## src/rtl/priority_pkg.sv

```systemverilog
// Shared types and helpers for the priority grant path.
package priority_pkg;

  typedef enum logic {StIdle, StGrant} state_e;

  localparam logic [2:0] NONE_CODE = 3'd7;
  localparam int unsigned NUM_REQ = 4;

  function automatic logic [NUM_REQ-1:0] idx_to_onehot(input logic [2:0] code);
    logic [NUM_REQ-1:0] oh;
    oh = '0;
    if (code < 3'(NUM_REQ)) oh[code[1:0]] = 1'b1;
    return oh;
  endfunction

endpackage

```

## src/rtl/priority_idx_fifo.sv

```systemverilog
// Two-entry index FIFO with wrapping pointers; no write-to-read bypass.
module priority_idx_fifo
  import priority_pkg::*;
(
  input  logic       clk,
  input  logic       rstN,
  input  logic       push,
  input  logic [2:0] push_data,
  input  logic       pop,
  output logic [2:0] pop_data,
  output logic       full,
  output logic       empty,
  output logic [1:0] count
);

  logic [2:0] r_mem [2];
  logic       r_wptr;
  logic       r_rptr;
  logic [1:0] r_count;
  logic       w_push;
  logic       w_pop;

  assign full     = (r_count == 2'd2);
  assign empty    = (r_count == 2'd0);
  assign count    = r_count;
  assign pop_data = r_mem[r_rptr];
  assign w_push   = push && !full;
  assign w_pop    = pop && !empty;

  always_ff @(posedge clk or negedge rstN) begin
    if (!rstN) begin
      r_mem[0] <= NONE_CODE;
      r_mem[1] <= NONE_CODE;
      r_wptr   <= 1'b0;
      r_rptr   <= 1'b0;
      r_count  <= 2'd0;
    end else begin
      if (w_push) begin
        r_mem[r_wptr] <= push_data;
        r_wptr        <= ~r_wptr;
      end
      if (w_pop) r_rptr <= ~r_rptr;
      unique case ({w_push, w_pop})
        2'b10:   r_count <= r_count + 2'd1;
        2'b01:   r_count <= r_count - 2'd1;
        default: r_count <= r_count;
      endcase
    end
  end

endmodule

```

## config.mk

```make
export PLATFORM = sky130hd
export DESIGN_NAME = priority_idx_fifo
export DESIGN_NICKNAME = d
export VERILOG_FILES = /design/src/rtl/priority_pkg.sv /design/src/rtl/priority_idx_fifo.sv
export SDC_FILE = /design/constraint.sdc
export NUM_CORES = 1
export LEC_CHECK = 0
export BUFFER_PORTS_ARGS = -buffer_cell sky130_fd_sc_hd__buf_2
export CAP_MARGIN = 20
export CORE_AREA = 2 2 39 41
export DETAILED_ROUTE_END_ITERATION = 12
export DIE_AREA = 0 0 41 43
export PLACE_DENSITY = 0.62
export SYNTH_ARGS = -nofsm -noshare
export SYNTH_HDL_FRONTEND = slang
export SYNTH_SLANG_ARGS = --single-unit
```

## constraint.sdc

```tcl
create_clock -name clk -period 1.4 [get_ports clk]
set_input_delay 0.14 -clock clk [delete_from_list [all_inputs] [get_ports clk]]
set_output_delay 0.14 -clock clk [all_outputs]
set_load 0.01 [all_outputs]
```

==> out/qor.txt <==
CRITICAL PATH
---------------------------------------------------------------------------------
Ordered cell list for the critical path                              mux2_2 > buf_2
Kind of start point of the critical path                                 register
CP endpoint                                                           pop_data[2]
Worst path max stage delay                                                0.44 ns
Data required, critical path                                              1.26 ns
Buffers plus inverters on the worst setup path                                  1
Startpoint of the worst-slack reg-to-reg timing path                     count[1]
Total number of cells along the worst setup path                                2
Worst Setup End Kind                                                  output port
Cell depth of the worst flop-to-flop path                                       5
Gate family responsible for the most delay along the worst path        flip-flops
Max stage delay cell, worst path                                     sky130_fd_sc_hd__dfrtp_1
Critical register-to-register path endpoint                              count[1]
Critical setup path kind                                             register to output port
CP Data Arrival Time                                                      1.20 ns
Largest fanout on the critical path                                             4
R2R setup slack                                                           0.10 ns
Startpoint of the most critical setup path                                 r_rptr

LOGIC SYNTHESIS
---------------------------------------------------------------------------------
Cell type contributing the most total cell area after synthesis      sky130_fd_sc_hd__dfstp_2
Top-area cell type share of the netlist area                                33.2%
Mean post-synth cell area                                                14.4 um2
Cells after synthesis                                                          33
Top cells by area, synth                                             sky130_fd_sc_hd__dfstp_2 (33%), sky130_fd_sc_hd__dfrtp_1 (21%), sky130_fd_sc_hd__mux2_2 (14%), sky130_fd_sc_hd__mux2_1 (7.1%), sky130_fd_sc_hd__xnor2_1 (5.5%)
Async SR Flop Fraction                                                       100%
Synth cell count leaders                                             sky130_fd_sc_hd__dfstp_2 (6), sky130_fd_sc_hd__mux2_2 (6), sky130_fd_sc_hd__dfrtp_1 (4)
Synthesized net count                                                          41
Commonest register cell after synthesis                              sky130_fd_sc_hd__dfstp_2
Netlist cell types                                                             14
Register area share after synthesis                                         54.2%
Post-synth EDFFs                                                                0
Synthesis-stage register bit count                                             10
Syn Std Cell Area                                                         475 um2
Yosys warns                                                                     0

FLOORPLAN
---------------------------------------------------------------------------------
Standard-cell row count                                                        14
DIE HEIGHT                                                                  43 um
I/O pin count                                                                  14
Area of the die                                                       0.00176 mm2
Starting density of the core                                                34.4%
Area of the core                                                      0.00138 mm2
Horiz. Die Dim                                                              41 um

TIMING
---------------------------------------------------------------------------------
Largest clock skew in the final design                                  0.0103 ns
Final max-slew violation count                                                  0
Final sum of negative setup slack                                            0 ns
Final setup vio count                                                           0
Achievable clock frequency                                              0.745 GHz
Slew at the pin closest to its max-slew limit                            0.227 ns
Crit path time final                                                      1.34 ns
Slew headroom                                                               84.8%
Period utilization                                                          95.8%
Hold violation total from the final report                                      0

CLOCKING
---------------------------------------------------------------------------------
Clock H-tree levels                                                             1
Root buf cell                                                        sky130_fd_sc_hd__clkbuf_4
Number of buffers inserted during clock tree synthesis                          3
Insertion delay of the later-clocked pin in the worst-skew pair           0.27 ns
Register clock-pin slew on the reported worst setup and hold paths        0.07 ns
CTS tree                                                                      yes
Number of clock sinks seen by CTS                                              10
Maximum buffer depth of the clock tree                                          2

HOLD PATH
---------------------------------------------------------------------------------
Beginning of the worst hold path                                     push_data[1]
Classification of the worst-slack hold path                          primary input to register

GLOBAL ROUTE
---------------------------------------------------------------------------------
Via count of the first global-routing pass                                    306
First-pass GRT wire length                                                1250 um
Overflow after GRT                                                              0
Maximum number of pins on one net before global-route repair                   11
Initial antenna violation count                                                 0
GRT Util Overall                                                            11.6%

DETAILED ROUTING
---------------------------------------------------------------------------------
Initial DRC Count                                                               0
Drt drc                                                                         0
Post-detailed-route via-to-cell ratio                                        4.35
Number of routed nets with antenna violations                                   0
Drt total wl                                                               787 um
DR WL/cell                                                                11.4 um
Vias post-DR                                                                  300
First-pass iteration count of the detailed router                               1

CELLS AND AREA
---------------------------------------------------------------------------------
Share of layout cells above drive strength 1                                66.0%
End-of-flow core utilization                                                44.5%
Post-layout instance area                                                 616 um2
Number of diodes                                                                0
Synthesis-to-finish area growth                                             29.5%
Number of nets in the finished design                                          62
Number of standard cells in the final layout excluding fillers                 69

PLACEMENT
---------------------------------------------------------------------------------
Number of placed instances with taps included                                  63
Placed cell area                                                          571 um2
RePlAce Congestion                                                          0.583
Port Buffers                                                                   13

POWER AND IR DROP
---------------------------------------------------------------------------------
Areal power density over the cells                                    2500 mW/mm2
Leakage dissipation                                                      0.284 nW
Maximum VDD drop                                                          1.14 mV

STATUS
---------------------------------------------------------------------------------
Outcome                                                              finished clean

FLOW RUN
---------------------------------------------------------------------------------
Number of maximum-capacitance constraint violations                             0

## power breakdown
group	internal [W]	switching (W)
Sequential	0.000509	0.000117
Combinational	0.000405	0.000302
Clock	0.000110	0.0000986
Total	0.00102	0.000518
## registers in the layout, indices dropped and copies added (netlist names)
signal	cells
r_rptr	1
r_wptr	1
r_mem	6
count	2
## layout make-up
type,instances,area [um2]
Clock buffer,4,26.3
Tap cell,16,20.0
Fill cell,132,768
Inverter,1,3.75
Timing Repair Buffer,16,90.1
Sequential cell,10,259
Multi-Input combinational cell,22,216
## metal layers
metal	global-route usage [%]	vias up	part of all wire, %
met2	14.4	11	45
met1	14.6	136	48
li1	-	151	-
met3	3.14	2	5.6
met4	12.0	0	1.3
met5	0	-	0
## stage by stage
step | hold WS, ns | worst slack [ns] | power, W
after floorplan | -0.156 | 0.0125 | 0.00110
after global placement | 0.0167 | 0.0842 | 0.00132
after detailed placement | 0.0139 | 0.0691 | 0.00132
after CTS | 0.106 | 0.0361 | 0.00154
after global routing | 0.106 | -0.0122 | 0.00167
final | 0.112 | 0.0581 | 0.00154
## worst min-delay path by stage
stage / end / slack [ns] / cells after the start
3_3_place_gp: r_rptr / 0.02 / 1
5_1_grt: r_mem[4] / 0.11 / 2
6_report: r_mem[4] / 0.11 / 2
4_1_cts: r_mem[5] / 0.11 / 2
3_5_place_dp: r_rptr / 0.01 / 1
2_1_floorplan: count[0] / -0.16 / 0
## what timing repair did
item,in CTS,in global routing
hold buffers,1,0
gates resized for setup,0,1
hold endpoints to repair,10,0
endpoints found under the setup margin,0,1
setup buffers,0,1
## logic make-up (layout without fill, tap and decap cells)
logic type | Yosys count | in the layout | synth area share, %
flip-flops | 10 | 10 | 54.2
multiplexers | 9 | 9 | 21.3
AND/OR/NAND/NOR | 7 | 7 | 11.8
XOR/XNOR | 5 | 5 | 9.21
adder cells (fa/ha/maj) | 1 | 1 | 2.63
buffers and inverters | 1 | 21 | 0.789
## cell usage in the layout, fill, tap and decap left out, types with 2 or more instances in the layout
master                     count
sky130_fd_sc_hd__buf_2        13
sky130_fd_sc_hd__mux2_2        6
sky130_fd_sc_hd__dfstp_2       6
sky130_fd_sc_hd__mux2_1        3
sky130_fd_sc_hd__xnor2_1       3
sky130_fd_sc_hd__clkbuf_4      3
sky130_fd_sc_hd__dfrtp_1       3
sky130_fd_sc_hd__xor2_1        2
sky130_fd_sc_hd__buf_4         2
(Power assumes the default switching activity.)
